==> src/rtl/spi_slave_param_pkg.sv <==
// spi_slave_param shared definitions:
// SPI mode encodings and the core FSM states.
package spi_pkg;

    localparam logic [1:0] MODE0 = 2'b00;
    localparam logic [1:0] MODE1 = 2'b01;
    localparam logic [1:0] MODE2 = 2'b10;
    localparam logic [1:0] MODE3 = 2'b11;

    typedef enum logic {
        IDLE   = 1'b0,
        ACTIVE = 1'b1
    } state_e;

    function automatic logic [1:0] mode_of(input int cpol, input int cpha);
        return {cpol != 0, cpha != 0};
    endfunction

    // sck level seen right after a sample edge
    function automatic logic sample_level(input logic [1:0] mode);
        return (mode == MODE0) || (mode == MODE3);
    endfunction

endpackage

==> src/rtl/spi_slave_param_if.sv <==
// Register-side bus of the SPI slave:
// TX holding handshake, RX word strobe and status pulses.
interface spi_slave_param_if #(
    parameter int WIDTH = 32
);
    logic [WIDTH-1:0] tx_data;
    logic             tx_valid;
    logic             tx_ready;
    logic [WIDTH-1:0] rx_data;
    logic             rx_valid;
    logic             tx_underrun;
    logic             frame_abort;
    logic             busy;

    modport master (
        output tx_data, tx_valid,
        input  tx_ready, rx_data, rx_valid,
        input  tx_underrun, frame_abort, busy
    );

    modport slave (
        input  tx_data, tx_valid,
        output tx_ready, rx_data, rx_valid,
        output tx_underrun, frame_abort, busy
    );
endinterface

==> src/rtl/spi_slave_param_sync_edge.sv <==
// Multi-flop synchroniser for an async pin with
// rise/fall pulses from last stage vs one extra copy.
module spi_sync_edge #(
    parameter int STAGES = 2,
    parameter bit INIT   = 1'b0
) (
    input  logic clk,
    input  logic rst_n,
    input  logic d,
    output logic q,
    output logic rise,
    output logic fall
);
    logic [STAGES-1:0] sync_q, sync_d;
    logic              last_q, last_d;

    always_comb begin
        sync_d = {sync_q[STAGES-2:0], d};
        last_d = sync_q[STAGES-1];
    end

    always_ff @(posedge clk) begin
        if (!rst_n) begin
            sync_q <= {STAGES{INIT}};
            last_q <= INIT;
        end else begin
            sync_q <= sync_d;
            last_q <= last_d;
        end
    end

    assign q    = sync_q[STAGES-1];
    assign rise = q & ~last_q;
    assign fall = ~q & last_q;
endmodule

==> src/rtl/spi_slave_param.sv <==
// Parametrised SPI slave: any CPOL/CPHA, WIDTH-bit words,
// back-to-back words per select, TX holding register.
module spi_slave_param
    import spi_pkg::*;
#(
    parameter int WIDTH       = 32,
    parameter int CPOL        = 0,
    parameter int CPHA        = 0,
    parameter int LSB_FIRST   = 1,
    parameter int SYNC_STAGES = 2
) (
    input  logic                clk,
    input  logic                rst_n,
    input  logic                sck,
    input  logic                mosi,
    input  logic                enable,
    output logic                miso,
    spi_slave_param_if.slave    bus
);
    localparam int         CW         = $clog2(WIDTH);
    localparam logic       SAMPLE_LVL = sample_level(mode_of(CPOL, CPHA));
    localparam logic [CW-1:0] LAST    = CW'(WIDTH - 1);

    logic sck_lvl, sck_rise, sck_fall;
    logic en_lvl, en_rise, en_fall;
    logic [SYNC_STAGES-1:0] mosi_sync_q, mosi_sync_d;
    logic mosi_s, sample_edge, shift_edge, start, wrap;

    state_e           state_q, state_d;
    logic [CW-1:0]    cnt_q, cnt_d;
    logic [WIDTH-1:0] rx_sh_q, rx_sh_d, rx_next;
    logic [WIDTH-1:0] tx_sh_q, tx_sh_d;
    logic [WIDTH-1:0] hold_q, hold_d;
    logic             hold_full_q, hold_full_d;
    logic             skip_q, skip_d;
    logic [WIDTH-1:0] rx_data_q, rx_data_d;
    logic             rx_valid_q, rx_valid_d;
    logic             underrun_q, underrun_d;
    logic             abort_q, abort_d;

    spi_sync_edge #(.STAGES(SYNC_STAGES), .INIT(CPOL != 0)) u_sck (
        .clk(clk), .rst_n(rst_n), .d(sck),
        .q(sck_lvl), .rise(sck_rise), .fall(sck_fall)
    );

    spi_sync_edge #(.STAGES(SYNC_STAGES), .INIT(1'b0)) u_en (
        .clk(clk), .rst_n(rst_n), .d(enable),
        .q(en_lvl), .rise(en_rise), .fall(en_fall)
    );

    assign mosi_s      = mosi_sync_q[SYNC_STAGES-1];
    assign sample_edge = (sck_rise | sck_fall) & (sck_lvl == SAMPLE_LVL);
    assign shift_edge  = (sck_rise | sck_fall) & (sck_lvl != SAMPLE_LVL);

    always_comb begin
        mosi_sync_d = {mosi_sync_q[SYNC_STAGES-2:0], mosi};
        state_d     = state_q;
        cnt_d       = cnt_q;
        rx_sh_d     = rx_sh_q;
        tx_sh_d     = tx_sh_q;
        hold_d      = hold_q;
        hold_full_d = hold_full_q;
        skip_d      = skip_q;
        rx_data_d   = rx_data_q;
        rx_valid_d  = 1'b0;
        underrun_d  = 1'b0;
        abort_d     = 1'b0;
        start       = 1'b0;
        wrap        = 1'b0;
        rx_next     = (LSB_FIRST != 0) ? {mosi_s, rx_sh_q[WIDTH-1:1]}
                                       : {rx_sh_q[WIDTH-2:0], mosi_s};
        if (bus.tx_valid && !hold_full_q) begin
            hold_d      = bus.tx_data;
            hold_full_d = 1'b1;
        end
        unique case (state_q)
            IDLE: begin
                if (en_rise) begin
                    state_d = ACTIVE;
                    start   = 1'b1;
                end
            end
            ACTIVE: begin
                if (en_fall) begin
                    state_d = IDLE;
                    cnt_d   = '0;
                    skip_d  = 1'b0;
                    abort_d = (cnt_q != '0);
                end else begin
                    if (shift_edge) begin
                        if (skip_q) skip_d = 1'b0;
                        else if (LSB_FIRST != 0) tx_sh_d = tx_sh_q >> 1;
                        else tx_sh_d = tx_sh_q << 1;
                    end
                    if (sample_edge) begin
                        rx_sh_d = rx_next;
                        if (cnt_q == LAST) begin
                            cnt_d      = '0;
                            rx_data_d  = rx_next;
                            rx_valid_d = 1'b1;
                            start      = 1'b1;
                            wrap       = 1'b1;
                        end else begin
                            cnt_d = cnt_q + 1'b1;
                        end
                    end
                end
            end
        endcase
        // A wrap in CPHA=0 lands before the last bit's trailing edge, which must not shift
        if (start) begin
            skip_d = (CPHA != 0) || wrap;
            if (hold_full_q) begin
                tx_sh_d     = hold_q;
                hold_full_d = 1'b0;
            end else begin
                tx_sh_d    = '0;
                underrun_d = 1'b1;
            end
        end
    end

    always_ff @(posedge clk) begin
        if (!rst_n) begin
            mosi_sync_q <= '0;
            state_q     <= IDLE;
            cnt_q       <= '0;
            rx_sh_q     <= '0;
            tx_sh_q     <= '0;
            hold_q      <= '0;
            hold_full_q <= 1'b0;
            skip_q      <= 1'b0;
            rx_data_q   <= '0;
            rx_valid_q  <= 1'b0;
            underrun_q  <= 1'b0;
            abort_q     <= 1'b0;
        end else begin
            mosi_sync_q <= mosi_sync_d;
            state_q     <= state_d;
            cnt_q       <= cnt_d;
            rx_sh_q     <= rx_sh_d;
            tx_sh_q     <= tx_sh_d;
            hold_q      <= hold_d;
            hold_full_q <= hold_full_d;
            skip_q      <= skip_d;
            rx_data_q   <= rx_data_d;
            rx_valid_q  <= rx_valid_d;
            underrun_q  <= underrun_d;
            abort_q     <= abort_d;
        end
    end

    assign miso = (state_q == ACTIVE) &
                  ((LSB_FIRST != 0) ? tx_sh_q[0] : tx_sh_q[WIDTH-1]);

    assign bus.tx_ready    = ~hold_full_q;
    assign bus.rx_data     = rx_data_q;
    assign bus.rx_valid    = rx_valid_q;
    assign bus.tx_underrun = underrun_q;
    assign bus.frame_abort = abort_q;
    assign bus.busy        = en_lvl;
endmodule

==> src/flat_wrapper.sv <==
// flat-port wrapper written by rule: the top's interface ports become plain ports
module spi_slave_param_flat import spi_pkg::*;
#(
    parameter int WIDTH       = 32,
    parameter int CPOL        = 0,
    parameter int CPHA        = 0,
    parameter int LSB_FIRST   = 1,
    parameter int SYNC_STAGES = 2
)
  (clk, rst_n, sck, mosi, enable, miso, bus_tx_data, bus_tx_valid, bus_tx_ready, bus_rx_data, bus_rx_valid, bus_tx_underrun, bus_frame_abort, bus_busy);
  spi_slave_param_if #(.WIDTH(WIDTH)) bus_i ();
  input  logic clk;
  input  logic rst_n;
  input  logic sck;
  input  logic mosi;
  input  logic enable;
  output logic miso;
  input wire logic [$bits(bus_i.tx_data)-1:0] bus_tx_data;
  input wire logic [$bits(bus_i.tx_valid)-1:0] bus_tx_valid;
  output wire logic [$bits(bus_i.tx_ready)-1:0] bus_tx_ready;
  output wire logic [$bits(bus_i.rx_data)-1:0] bus_rx_data;
  output wire logic [$bits(bus_i.rx_valid)-1:0] bus_rx_valid;
  output wire logic [$bits(bus_i.tx_underrun)-1:0] bus_tx_underrun;
  output wire logic [$bits(bus_i.frame_abort)-1:0] bus_frame_abort;
  output wire logic [$bits(bus_i.busy)-1:0] bus_busy;
  assign bus_i.tx_data = bus_tx_data;
  assign bus_i.tx_valid = bus_tx_valid;
  assign bus_tx_ready = bus_i.tx_ready;
  assign bus_rx_data = bus_i.rx_data;
  assign bus_rx_valid = bus_i.rx_valid;
  assign bus_tx_underrun = bus_i.tx_underrun;
  assign bus_frame_abort = bus_i.frame_abort;
  assign bus_busy = bus_i.busy;
  spi_slave_param #(.WIDTH(WIDTH), .CPOL(CPOL), .CPHA(CPHA), .LSB_FIRST(LSB_FIRST), .SYNC_STAGES(SYNC_STAGES)) u_core (.clk(clk), .rst_n(rst_n), .sck(sck), .mosi(mosi), .enable(enable), .miso(miso), .bus(bus_i));
endmodule
==> config.mk <==
export PLATFORM = sky130hd
export DESIGN_NAME = spi_slave_param_flat
export DESIGN_NICKNAME = d
export VERILOG_FILES = /design/src/rtl/spi_slave_param_pkg.sv /design/src/rtl/spi_slave_param_if.sv /design/src/rtl/spi_slave_param_sync_edge.sv /design/src/rtl/spi_slave_param.sv /design/src/flat_wrapper.sv
export SDC_FILE = /design/constraint.sdc
export NUM_CORES = 1
export LEC_CHECK = 0
export BUFFER_PORTS_ARGS = -buffer_cell sky130_fd_sc_hd__buf_2
export CAP_MARGIN = 20
export CORE_ASPECT_RATIO = 1.1
export CORE_MARGIN = 4
export CORE_UTILIZATION = 40
export CTS_BUF_LIST = sky130_fd_sc_hd__clkbuf_8 sky130_fd_sc_hd__clkbuf_16
export DETAILED_ROUTE_END_ITERATION = 8
export HOLD_SLACK_MARGIN = 0.02
export PLACE_DENSITY = 0.65
export SYNTH_ARGS = -nofsm -noshare
export SYNTH_HDL_FRONTEND = slang
export SYNTH_SLANG_ARGS = --single-unit
export TNS_END_PERCENT = 1
==> constraint.sdc <==
create_clock -name clk -period 4.8 [get_ports clk]
set_input_delay 0.96 -clock clk [delete_from_list [all_inputs] [get_ports clk]]
set_output_delay 0.96 -clock clk [all_outputs]
set_load 0.005 [all_outputs]
==> impl_metrics.yaml <==
status:
  status: "finished clean"
min_path:
  holdCritStartpoint: "u_core.u_en.sync_q[0]$_SDFF_PN0_"
  min_path_type: "reg -> reg"
critical_path:
  required_ps: 5080
  endpoint_kind: "flop"
  timing.rr.start: "u_core.cnt_q[0]$_SDFFE_PN0P_"
  cp-startpoint: "u_core.cnt_q[0]$_SDFFE_PN0P_"
  cp_max_fo: 33
  startpoint_type: "flop"
  critPathKind: "reg -> reg"
  arrival_ps: 3390
placement:
  dp_hpwl_mm: 8.04
  io_buffers: 75
  place_congestion: 0.782
  place_ws_ps: 1710
  dp.cells: 899
sta:
  tightestPinTransition_ps: 1070
  fmax_ghz: 0.321
  min_period_ps: 3110
  finalCritPeriodShare: 0.649
  fin_tns_setup_ps: 0
  hold_viol: 0
  setup_ws_ps: 1690
  slew_headroom: 0.284
  rsz0062_at_grt: "no"
  hold-worst-slack_ps: 432
  setup_viol: 0
  slew_violations: 0
  finClkSkew_ps: 9.86
clocking:
  clk_pin_slew_ps: 60
  cts_tree: "done"
  clkLatencyLatePin_ps: 430
  cts.sinks: 146
  cts_resized: 0
  clock_tree.root_cell: "clkbuf_16"
  numCtsBuffers: 17
  cts_setup_buffers: 0
  htreeDepth: 4
  ctsLongestPathBuffers: 2
  postCtsHoldBufs: 0
floorplanning:
  row_count: 45
  die_w_um: 122
  core_area_mm2: 0.0139
  start_util: 0.412
  num_io_pins: 76
  dieArea_mm2: 0.0163
  die_y_um: 133
route:
  drc_errors: 0
  first_iter_violations: 316
  wl_mm: 12.9
  routed_via_density: 5.14
  dr.pass1.iters: 4
  vias: 4790
  wire_per_inst_um: 13.8
  final_antenna_net_count: 0
global_routing:
  grt_overflow_total: 0
  grt_pass1_vias: 4454
  grt_usage: 0.163
  grt_pass1_wl_mm: 21.6
  grt_max_degree: 95
  antenna_found_initial: 1
pwr:
  power_w: 0.00282
  power_density_mw_per_mm2: 413
  ir_drop_mv: 0.240
  p_leak_nw: 2.43
finish:
  num_antenna_cells: 0
  finalNonFillerCells: 932
  nets: 772
  final_layout_size_suffix_gt1_frac: 0.208
  final_common_cell: "nand2_1"
  syn2layout_area_growth_pct: 19.5
  final_cell_mix: "nand2_1 (224), dfxtp_1 (146), a21oi_1 (98), buf_2 (75)"
synthesis:
  syn_area_per_cell_um2: 8.37
  post_synth_instance_area_mm2: 0.00572
  yosysUniqueCellTypes: 36
  synth-seq-cells: 146
  ys_warn_count: 0
  yosysSeqAreaShare: 0.511
  ys.flop_type: "dfxtp_1"
  synth-async-reset-ratio: 0
  synth_cells: 684
  synth_edf_count: 0
  synth_fp_nets: 725
run:
  max-cap-violations: 0
==> power by group <==
part | switching [W] | internal [W]
sequential | 0.0000205 | 0.00125
clock | 0.000516 | 0.000881
combinational | 0.0000996 | 0.0000587
total | 0.000636 | 0.00219
==> cells in the mapped netlist, types with 2 or more instances <==
master / count / share of area
nand3_1: 33 / 0.029
clkbuf_1: 36 / 0.024
nor2_1: 6 / 0.0039
nand3b_1: 2 / 0.0026
nor3b_1: 2 / 0.0026
a31oi_1: 2 / 0.0022
a21oi_1: 98 / 0.086
and2_1: 9 / 0.0098
dfxtp_1: 146 / 0.51
a311oi_1: 2 / 0.0031
buf_6: 4 / 0.0079
a22oi_1: 2 / 0.0026
or3_1: 2 / 0.0022
ha_1: 3 / 0.0066
inv_1: 8 / 0.0052
nor2b_1: 4 / 0.0044
and3_1: 4 / 0.0044
buf_1: 3 / 0.0020
buf_2: 15 / 0.013
o32a_1: 2 / 0.0035
nor3_1: 34 / 0.030
a311oi_2: 30 / 0.079
nand2_1: 224 / 0.15
==> path summary, 6_finish.rpt <==
kind / end / slack (ps) / depth (start not counted)
setup / recovery: u_core.tx_sh_q[7]$_SDFFE_PN0P_ / 1690 / 8
hold / removal: u_core.u_en.sync_q[1]$_SDFF_PN0_ / 430 / 1
setup reg to reg: u_core.tx_sh_q[7]$_SDFFE_PN0P_ / 1690 / 8
hold reg to reg: u_core.u_en.sync_q[1]$_SDFF_PN0_ / 430 / 1
==> area by class of cell <==
class | instances | area [µm²]
fill | 1350 | 7070
tap | 188 | 235
sequential | 146 | 2920
clock buffer | 18 | 439
clock inverter | 14 | 188
inverter | 8 | 32.5
timing repair buffer | 86 | 505
multi-input combinational | 472 | 2520
==> critical path, cell delays in order, from the launching register on <==
cell and delay [ps]:
dfxtp_1 390, ha_1 240, and3_1 180, ha_1 260, and3b_4 260, o211a_4 410, or2_1 630, buf_4 420
a311oi_2 160
==> registers in the layout, summed over array words and instances (netlist names), 2 cells and up <==
signal / flops
u_core.tx_sh_q: 32
u_core.mosi_sync_q: 2
u_core.cnt_q: 5
u_core.bus.rx_data: 32
u_core.rx_sh_q: 31
u_core.hold_q: 32
u_core.u_sck.sync_q: 2
u_core.u_en.sync_q: 2
==> logic make-up after synthesis <==
family | count (synthesis) | synth area share
flops | 146 | 0.511
fa+ha+maj | 3 | 0.00656
simple gates | 326 | 0.243
compound gates | 143 | 0.188
buf+inv | 66 | 0.0518
==> layer usage <==
layer	routed length [µm]	GRT usage	up-vias
met5	8	0	-
met4	206	0.0672	2
met3	631	0.0437	16
met2	6120	0.257	111
met1	5920	0.210	2242
li1	-	-	2419
==> metrics by stage <==
stage / instance area [µm²] / util
floorplan: 5720 / -
global placement: 6140 / 0.442
detailed placement: 6190 / 0.445
CTS: 6810 / 0.490
global route: 6840 / 0.492
finish: 6840 / 0.492
Power figures use the tool's default switching activity.
